$ cat src/rtl/memory_responder_if.sv
// memory_responder_if: CPU memory request/response channel between the CPU (master) and the responder (slave).
interface memory_responder_if;
    logic        req_valid;
    logic        req_write;
    logic [15:0] req_address;
    logic [15:0] req_write_data;
    logic        req_ready;
    logic        resp_valid;
    logic [15:0] resp_read_data;
    modport master (
        output req_valid, req_write, req_address, req_write_data,
        input  req_ready, resp_valid, resp_read_data
    );
    modport slave (
        input  req_valid, req_write, req_address, req_write_data,
        output req_ready, resp_valid, resp_read_data
    );
endinterface

$ cat src/rtl/memory_responder.sv
// memory_responder: one-at-a-time memory target routing requests to a synchronous RAM or a small MMIO page.
// Define MEM_RESPONDER_CYCLE_COUNTER_EN to add a free-running cycle counter at MMIO_BASE+2.
module memory_responder #(
    parameter int          RAM_LATENCY = 1,
    parameter logic [15:0] MMIO_BASE   = 16'hFFF0
) (
    input  logic                     clock,
    input  logic                     reset,
    memory_responder_if.slave        bus,
    output logic [15:0]              ram_address,
    output logic                     ram_write_enable,
    output logic [15:0]              ram_write_data,
    input  logic [15:0]              ram_read_data,
    input  logic [15:0]              switches,
    output logic [15:0]              leds
);
    localparam logic [2:0]  LATENCY  = 3'(RAM_LATENCY);
    localparam logic [15:0] LEDS_ADDR = MMIO_BASE;
    localparam logic [15:0] SW_ADDR   = MMIO_BASE + 16'd1;
    localparam logic [15:0] CNT_ADDR  = MMIO_BASE + 16'd2;
    typedef enum logic [1:0] {IDLE, RWAIT, WDONE, RESP} state_t;
    state_t      state, state_next;
    logic [2:0]  count;
    logic [15:0] switches_meta, switches_sync, cycle_value, mmio_data;
    logic        accept, is_mmio;
    assign accept  = bus.req_valid && bus.req_ready;
    assign is_mmio = bus.req_address >= MMIO_BASE;
`ifdef MEM_RESPONDER_CYCLE_COUNTER_EN
    logic [15:0] cycles;
    always_ff @(posedge clock or negedge reset) begin
        if (!reset) cycles <= '0;
        else cycles <= (accept && bus.req_write && bus.req_address == CNT_ADDR) ? 16'd0 : cycles + 16'd1;
    end
    assign cycle_value = cycles;
`else
    assign cycle_value = '0;
`endif
    assign mmio_data = bus.req_address == LEDS_ADDR ? leds :
                       bus.req_address == SW_ADDR   ? switches_sync :
                       bus.req_address == CNT_ADDR  ? cycle_value : 16'd0;
    always_ff @(posedge clock or negedge reset) begin
        if (!reset) state <= IDLE;
        else state <= state_next;
    end
    always_comb begin
        state_next = state == IDLE  ? (accept ? (is_mmio ? RESP : bus.req_write ? WDONE : RWAIT) : IDLE) :
                     state == RWAIT ? (count == 3'd0 ? RESP : RWAIT) :
                     state == WDONE ? RESP : IDLE;
    end
    always_comb begin
        bus.req_ready  = state == IDLE;
        bus.resp_valid = state == RESP;
    end
    // Every resp_read_data update happens on the edge entering RESP, so it holds between responses.
    always_ff @(posedge clock or negedge reset) begin
        if (!reset) begin
            count              <= '0;
            ram_address        <= '0;
            ram_write_enable   <= 1'b0;
            ram_write_data     <= '0;
            leds               <= '0;
            switches_meta      <= '0;
            switches_sync      <= '0;
            bus.resp_read_data <= '0;
        end else begin
            switches_meta    <= switches;
            switches_sync    <= switches_meta;
            ram_write_enable <= accept && !is_mmio && bus.req_write;
            if (accept && !is_mmio) begin
                ram_address <= bus.req_address;
                count       <= LATENCY;
            end else if (state == RWAIT && count != 3'd0) begin
                count <= count - 3'd1;
            end
            if (accept && !is_mmio && bus.req_write) ram_write_data <= bus.req_write_data;
            if (accept && is_mmio && bus.req_write && bus.req_address == LEDS_ADDR) leds <= bus.req_write_data;
            if (accept && is_mmio) bus.resp_read_data <= bus.req_write ? 16'd0 : mmio_data;
            else if (state == RWAIT && count == 3'd0) bus.resp_read_data <= ram_read_data;
            else if (state == WDONE) bus.resp_read_data <= 16'd0;
        end
    end
endmodule

$ cat src/flat_wrapper.sv
// flat-port wrapper written by rule: the top's interface ports become plain ports
module memory_responder_flat 
#(
    parameter int          RAM_LATENCY = 1,
    parameter logic [15:0] MMIO_BASE   = 16'hFFF0
)
  (clock, reset, ram_address, ram_write_enable, ram_write_data, ram_read_data, switches, leds, bus_req_valid, bus_req_write, bus_req_address, bus_req_write_data, bus_req_ready, bus_resp_valid, bus_resp_read_data);
  memory_responder_if bus_i ();
  input  logic clock;
  input  logic reset;
  output logic [15:0] ram_address;
  output logic ram_write_enable;
  output logic [15:0] ram_write_data;
  input  logic [15:0] ram_read_data;
  input  logic [15:0] switches;
  output logic [15:0] leds;
  input wire logic [$bits(bus_i.req_valid)-1:0] bus_req_valid;
  input wire logic [$bits(bus_i.req_write)-1:0] bus_req_write;
  input wire logic [$bits(bus_i.req_address)-1:0] bus_req_address;
  input wire logic [$bits(bus_i.req_write_data)-1:0] bus_req_write_data;
  output wire logic [$bits(bus_i.req_ready)-1:0] bus_req_ready;
  output wire logic [$bits(bus_i.resp_valid)-1:0] bus_resp_valid;
  output wire logic [$bits(bus_i.resp_read_data)-1:0] bus_resp_read_data;
  assign bus_i.req_valid = bus_req_valid;
  assign bus_i.req_write = bus_req_write;
  assign bus_i.req_address = bus_req_address;
  assign bus_i.req_write_data = bus_req_write_data;
  assign bus_req_ready = bus_i.req_ready;
  assign bus_resp_valid = bus_i.resp_valid;
  assign bus_resp_read_data = bus_i.resp_read_data;
  memory_responder #(.RAM_LATENCY(RAM_LATENCY), .MMIO_BASE(MMIO_BASE)) u_core (.clock(clock), .reset(reset), .bus(bus_i), .ram_address(ram_address), .ram_write_enable(ram_write_enable), .ram_write_data(ram_write_data), .ram_read_data(ram_read_data), .switches(switches), .leds(leds));
endmodule
$ cat config.mk
export PLATFORM = sky130hd
export DESIGN_NAME = memory_responder_flat
export DESIGN_NICKNAME = d
export VERILOG_FILES = /design/src/rtl/memory_responder_if.sv /design/src/rtl/memory_responder.sv /design/src/flat_wrapper.sv
export SDC_FILE = /design/constraint.sdc
export NUM_CORES = 1
export LEC_CHECK = 0
export BUFFER_PORTS_ARGS = -buffer_cell sky130_fd_sc_hd__buf_2
export CELL_PAD_IN_SITES_DETAIL_PLACEMENT = 0
export CELL_PAD_IN_SITES_GLOBAL_PLACEMENT = 1
export CORE_ASPECT_RATIO = 0.5
export CORE_MARGIN = 4
export CORE_UTILIZATION = 40
export CTS_BUF_LIST = sky130_fd_sc_hd__clkbuf_8 sky130_fd_sc_hd__clkbuf_16
export DETAILED_ROUTE_END_ITERATION = 8
export GPL_TIMING_DRIVEN = 0
export PLACE_DENSITY = 0.89
export REMOVE_ABC_BUFFERS = 1
export SLEW_MARGIN = 20
export SYNTH_ARGS = -nofsm -noshare
export SYNTH_HDL_FRONTEND = slang
export SYNTH_SLANG_ARGS = --single-unit
export TNS_END_PERCENT = 100
$ cat constraint.sdc
create_clock -name clock -period 2.5 [get_ports clock]
set_clock_uncertainty 0.2 [all_clocks]
set_input_delay 0.5 -clock clock [delete_from_list [all_inputs] [get_ports clock]]
set_output_delay 0.5 -clock clock [all_outputs]
set_load 0.1 [all_outputs]
# After elaboration in Yosys (flattened, before gate mapping)
# Cells that the tools add are included.
dict set report word_totals {
  elab_cells 45
  inputBits 68
  out_inout_bits 67
  regBits 102
}
dict set report classes {
  n_reduce_logical 14
  eq_ne 5
  n_addsub 1
  mux 15
  order_cmp 1
}
# cell n
set op_table {}
lappend op_table {{2-to-1 mux 16 bit} 6}
lappend op_table {{== test 16 bit (second input constant)} 2}
lappend op_table {{>= comparator 16 bit (second input constant)} 1}
lappend op_table {{2-to-1 mux 2 bit} 7}
lappend op_table {{logical AND 1 bit} 8}
lappend op_table {{2-to-1 mux 3 bit} 2}
lappend op_table {{nonzero test 3 bit} 2}
lappend op_table {{== test 2 bit (second input constant)} 2}
lappend op_table {{logical NOT 3 bit} 1}
lappend op_table {{subtractor 3 x 1 -> 3 bit (second input constant)} 1}
lappend op_table {{== test 2 x 1 -> 1 bit (second input constant)} 1}
lappend op_table {{logical NOT 2 bit} 1}
lappend op_table {{nonzero test 2 bit} 1}
lappend op_table {{logical NOT 1 bit} 1}

# Depth between registers and ports, before layout
# Gate-level depths: netlist (run 1).
dict set report depth {
  ltp_word 5
  mapped_depth 8
  depth_no_buf 6
}

# Worst setup path after synthesis (run 1)
# Ideal clock, no wire load.
dict set report synth_path {
  path_kind {register to register}
  start {register u_core.state[0]}
  end {register u_core.leds[10]}
  n_path_buf 2
  path_slack_ps -574
  setup_time_ps 126
  arrival_ps 2748
  path_stages_with_launch 9
  path_cell_list {dfrtp_1 inv_1 ha_1 nand2_1 nor4_4 and4b_1 buf_6 buf_8 mux2_4}
}
dict set report synth_between {
  elab_chain_len 5
}
# element line
set synth_lines {}
lappend synth_lines {{start: declaration} memory_responder.sv:22} ;# state_t state, state_next;
lappend synth_lines {{start signal: assignment} memory_responder.sv:43} ;# else state <= state_next;
lappend synth_lines {{logical NOT 2 bit} memory_responder.sv:51} ;# bus.req_ready = state == IDLE;
lappend synth_lines {{net bus_req_ready} flat_wrapper.sv:21} ;# output wire logic [$bits(bus_i.req_ready)-1:0] bus_req_ready;
lappend synth_lines {{logical AND 1 bit} memory_responder.sv:26} ;# assign accept = bus.req_valid && bus.req_ready;
lappend synth_lines {{logical AND 1 bit (3 in a row)} memory_responder.sv:76} ;# if (accept && is_mmio && bus.req_write && bus.req_address == LEDS_ADDR) leds <= bus.req_write_data;
lappend synth_lines {{end signal: assignment} memory_responder.sv:76}
lappend synth_lines {{end: declaration} memory_responder.sv:15} ;# output logic [15:0] leds
# The timed path passes the listed nets, and every way through them passes these cells.
# A chain may end at the register's enable or synchronous reset.

# Worst setup path in the final report (run 1)
dict set report layout_path {
  start {register u_core.state[0]}
  end {register u_core.ram_write_data[5]}
}
dict set report layout_between {
  elab_chain_len 4
}
# element line
set layout_lines {}
lappend layout_lines {{logical NOT 2 bit} memory_responder.sv:51}
lappend layout_lines {{logical AND 1 bit} memory_responder.sv:26}
lappend layout_lines {{logical AND 1 bit (2 in a row)} memory_responder.sv:75} ;# if (accept && !is_mmio && bus.req_write) ram_write_data <= bus.req_write_data;
lappend layout_lines {{end signal: assignment} memory_responder.sv:75}
lappend layout_lines {{end: declaration} memory_responder.sv:12} ;# output logic [15:0] ram_write_data,
# No other way between the ends.

==> flow_summary.toml, run 1 <==
[sta]
slew_headroom = 0.474
min_period_ps = 2380
clock.fmax_mhz = 420
tns_ps = 0
rsz0062_at_grt = "no"
hold_violations = 0
finalSetupViolCount = 0
tightestPinTransition_ps = 788
final_max_slew_viol_count = 0
finalCritPeriodShare = 0.952

[min_path]
min_from = "switches[10]"
hp-class = "primary input to flip-flop"

[setup_path]
startpoint_type = "flip-flop"
crit_family = "simple AND/OR/NAND/NOR gates"
cp_cell_sequence = "inv_1, ha_1, nand2_2, nor3b_4, buf_8, mux2_2"
cpPeakStageDelay_ps = 550
worstReg2RegStart = "u_core.state[0]"
cp-end-kind = "flip-flop"
crit_fanout = 9
worst-path-buf-inv = 2
cp.arrival_ps = 2400
worstSetupPathType = "flip-flop to flip-flop"
required_ps = 2520
crit_start = "u_core.state[0]"
slowest_stage = "nor3b_4"

[placement]
gp_congestion = 0.715
hpwl_um = 6610
dp_cells = 546
io_buffers = 134
placed_area_um2 = 4880

[layout]
stdcell_count = 567
drive_above_1_share = 0.535
fin_nets = 501
final_cell_mix = "buf_2 (135), dfrtp_1 (102), mux2_2 (54)"
regArea_um2 = 2550
fillers = 823
multi_input_area_um2 = 1390
final_area_um2 = 5260
n_antenna_cell = 0
area_growth_pct = 29.8
final_common_cell = "buf_2"

[synth]
synth_top_cells_by_area = "dfrtp_1 (63%), mux2_2 (15%), mux2_4 (3.7%)"
ys_ff_latch = 102
ys_seq_area_frac = 0.630
yosysTopAreaCellShare = 0.630
synth_area_per_cell_um2 = 14.1
syn_inst = 288
synth_top_cell_by_area = "dfrtp_1"
synth.distinct_cells = 27
syn-cell-area_um2 = 4050
yosys_warnings = 0

[floorplan]
fp.dieH_um = 79.2
design.core.area_um2 = 9670
pin_count = 135
die_area_um2 = 11900
rows = 25
die_x_um = 150
initial_core_util = 0.419

[global_route]
grt_pass1_wl_um = 14600
grtUsageTotal = 0.161
grt_max_degree = 62
grt_pass1_vias = 2823
antenna_found_initial = 0
grt_overflow = 0

[clock_network]
clkTransAtPathRegs_ps = 70
cts_max_level = 3
cts_tree = "yes"
cts_buffers = 9
cts_sinks = 102
clk_path_buf_depth = 2
insertion_delay_ps = 340
cts_root_buffer = "clkbuf_16"

[job]
drv_cap = 0

[detailed_routing]
wl_per_cell_um = 16.2
antenna_left = 0
drt-total-wl_um = 9180
vias_per_cell = 4.81
via_count = 2729
dr.first_iter.drc_count = 91
drc = 0
firstDrtPassIters = 4

[outcome]
status = "finished clean"
## layout make-up
cell class / instances / area share
multi-input cells: 162 / 0.265
clock inverters: 6 / 0.0119
well taps: 135 / 0.0321
repair buffers: 145 / 0.155
flip-flops and latches: 102 / 0.485
inverters: 7 / 0.00500
clock buffers: 10 / 0.0454
## state kept, by name, summed over array words and instances, names as in the netlist
signal,count
u_core.ram_write_enable,1
u_core.ram_address,16
u_core.ram_write_data,16
u_core.state,2
u_core.count,3
u_core.bus.resp_read_data,16
u_core.switches_sync,16
u_core.switches_meta,16
u_core.leds,16
## cells in the mapped netlist, drive strengths merged
library cell,number
ha,6
nor3b,17
nand3,16
dfrtp,102
nor3,3
or2,2
o21ai,17
and2b,1
buf,5
nor2,3
nor4,2
clkbuf,12
and3b,1
nand2,4
xnor2,1
mux2,64
and4b,1
o22ai,2
a21oi,19
nand4,3
inv,7
## layer usage
layer	GRT usage	vias up	share of wire	routed length (um)
met1	0.186	1386	0.41	3730
met5	0	-	0	0
met3	0.0456	10	0.033	299
li1	-	1289	-	-
met2	0.296	44	0.55	5060
met4	0.0365	0	0.0097	89
## timing repair
item,CTS,global route
gates resized for setup,3,2
pin swaps,1,0
endpoints found under the setup margin,16,31
buffers inserted,2,2
endpoints found under the hold margin,41,0
cloned,0,0
hold buffers,1,0
## per-stage QoR
step           setup slack, ps   util  hold slack [ps]
2_1_floorplan            -1440      -             4.41
3_3_place_gp             -1380  0.496              131
3_5_place_dp              -624  0.505              135
4_1_cts                   26.8  0.542             50.7
5_1_grt                   40.6  0.544             39.8
6_report                   119  0.544             60.9
## worst paths after layout
path | end | depth (start not counted) | slack [ps]
worst min-delay path | u_core.switches_meta[10] | 1 | 60
max in group asynchronous | u_core.switches_sync[1] | 3 | 1030
worst max register to register | u_core.ram_write_data[5] | 6 | 120
min in group asynchronous | u_core.ram_write_data[7] | 2 | 450
worst min register to register | u_core.switches_sync[12] | 0 | 140
worst max-delay path | u_core.ram_write_data[5] | 6 | 120
## cells by family (layout without fill, tap and decap cells)
kind of cell	count (synthesis)	in the layout	synth area share
and+or+nand+nor	53	53	0.0836
xor gates and xnor gates	1	1	0.00216
muxes	64	64	0.187
AOI/OAI and AO/OA	38	38	0.0475
adders and majority gates	6	6	0.0185
DFF	102	102	0.630
buffers and inverters	24	168	0.0315
Power of run 1 is not shown: default switching activity piles up to over one toggle a cycle in this logic, so the estimate is an artifact.
==> inputs of run 2 (changes only) <==
--- a/config.mk
+++ b/config.mk
@@ -10,11 +10,11 @@
 export CELL_PAD_IN_SITES_GLOBAL_PLACEMENT = 1
 export CORE_ASPECT_RATIO = 0.5
 export CORE_MARGIN = 4
-export CORE_UTILIZATION = 40
+export CORE_UTILIZATION = 35
 export CTS_BUF_LIST = sky130_fd_sc_hd__clkbuf_8 sky130_fd_sc_hd__clkbuf_16
 export DETAILED_ROUTE_END_ITERATION = 8
 export GPL_TIMING_DRIVEN = 0
-export PLACE_DENSITY = 0.89
+export PLACE_DENSITY = 0.8
 export REMOVE_ABC_BUFFERS = 1
 export SLEW_MARGIN = 20
 export SYNTH_ARGS = -nofsm -noshare
==> run 2 against run 1 <==
  * Cell count grew 1.6%
  * Fmax shrank 0.27%
  * Routed wire length grew 1.8%
  * First-iteration DRC count shrank 23%
  * Setup slack lost 6.4 ps
  * Final area shrank 0.12%
  * Register-to-register slack is essentially flat
  * Utilization shrank 7.3 points
  * Die area grew 13%
  * Count of clock-buffer cells in the layout grew 1
  * Sequential cell count is the same
  * Largest cell class unchanged
  * Highest routed layer unchanged
==> flow_summary.toml, run 2 (same netlist as run 1, synthesis figures left out) <==
[global_route]
grt_overflow = 0
grt_pass1_wl_um = 15000
grtUsageTotal = 0.143
met1_usage = 0.169
grt.met2_usage = 0.256
grt_pass1_vias = 2838
grt_max_degree = 80
antenna_found_initial = 0
top_usage_layer = "met2"
use_met3 = 0.0474

[min_path]
hp-class = "primary input to flip-flop"

[setup_path]
startpoint_type = "flip-flop"
cp_cell_sequence = "inv_1, ha_2, nand2_2, nor4_4, buf_6, and4b_4, buf_12, mux2_2"
cp.arrival_ps = 2420
cp-end-kind = "flip-flop"
cpPeakStageDelay_ps = 400
required_ps = 2530
crit_family = "simple AND/OR/NAND/NOR gates"
worstSetupPathType = "flip-flop to flip-flop"
worst-path-buf-inv = 3
slowest_stage = "dfrtp_1"
crit_fanout = 9
r2r_setup_slack_ps = 110

[detailed_routing]
drt-total-wl_um = 9340
dr.first_iter.drc_count = 70
vias_per_cell = 4.59
firstDrtPassIters = 4
antenna_left = 0
wl_per_cell_um = 16.2
drc = 0
via_count = 2645

[layout]
drive_above_1_share = 0.536
final_common_cell = "buf_2"
final_area_um2 = 5250
area_growth_pct = 29.6
stdcell_count = 576
n_antenna_cell = 0
fin_nets = 501
final_cell_mix = "buf_2 (135), dfrtp_1 (102), mux2_2 (54)"

[floorplan]
initial_core_util = 0.364
die_x_um = 160
design.core.area_um2 = 11100
pin_count = 135
die_area_um2 = 13500
fp.dieH_um = 84.1
rows = 27

[clock_network]
cts_buffers = 9
cts_tree = "yes"
clkTransAtPathRegs_ps = 70
cts_max_level = 3
cts_sinks = 102
insertion_delay_ps = 340
clk_path_buf_depth = 2
cts_root_buffer = "clkbuf_16"

[sta]
finalCritPeriodShare = 0.955
slew_headroom = 0.472
finalSetupViolCount = 0
final_max_slew_viol_count = 0
clock.fmax_mhz = 419
holdWs_ps = 60.0
hold_violations = 0
tightestPinTransition_ps = 791
rsz0062_at_grt = "no"
min_period_ps = 2390

[outcome]
status = "finished clean"

[placement]
placed_area_um2 = 4900
dp_cells = 556
gp_congestion = 0.706
hpwl_um = 6770
io_buffers = 134

[job]
drv_cap = 0
==> run 2: worst paths after layout <==
check	cells after the start	from	end
max	8	u_core.state[0]	u_core.leds[3]
min	1	switches[10]	u_core.switches_meta[10]
max reg2reg	8	u_core.state[0]	u_core.leds[3]
min reg2reg	0	u_core.switches_meta[11]	u_core.switches_sync[11]
max in group asynchronous	3	reset	u_core.ram_address[4]
min in group asynchronous	2	reset	u_core.ram_write_data[0]
==> run 2: worst reg2reg max path, stage by stage (launching register included) <==
cell,delay (ps)
dfrtp_1,400
inv_1,90
ha_2,220
nand2_2,130
nor4_4,330
buf_6,140
and4b_4,270
buf_12,150
mux2_2,340
==> run 2: repair_timing <==
| item | in CTS | in global routing |
|---|---|---|
| buffers inserted | 3 | 1 |
| pin swaps | 2 | 0 |
| hold endpoints to repair | 23 | 0 |
| hold buffers | 1 | 0 |
| gates resized for setup | 3 | 2 |
| endpoints found under the setup margin | 16 | 32 |
==> run 2: layout make-up <==
class / count / area (um^2)
flip-flops and latches: 102 / 2550
clock inverters: 4 / 23.8
multi-input cells: 162 / 1400
inverters: 7 / 26.3
clock buffers: 11 / 253
fillers: 1031 / 5890
well taps: 145 / 181
repair buffers: 145 / 821
==> run 2: through the flow <==
step | setup TNS [ps] | utilization | setup WS, ps
detailed placement | -15840 | 0.440 | -705
CTS | 0 | 0.470 | 0.503
floorplan | -46290 | - | -1440
finish | 0 | 0.471 | 112
global placement | -86260 | 0.431 | -1410
global route | 0 | 0.471 | 9.86
==> run 2: metal layers <==
| metal | part of all wire | vias to the layer above | routed length [um] |
|---|---|---|---|
| met1 | 0.42 | 1292 | 3960 |
| met3 | 0.029 | 12 | 274 |
| met5 | 0 | - | 0 |
| met2 | 0.53 | 47 | 4990 |
| li1 | - | 1294 | - |
| met4 | 0.013 | 0 | 123 |
Power of run 2 is left out for the same reason.
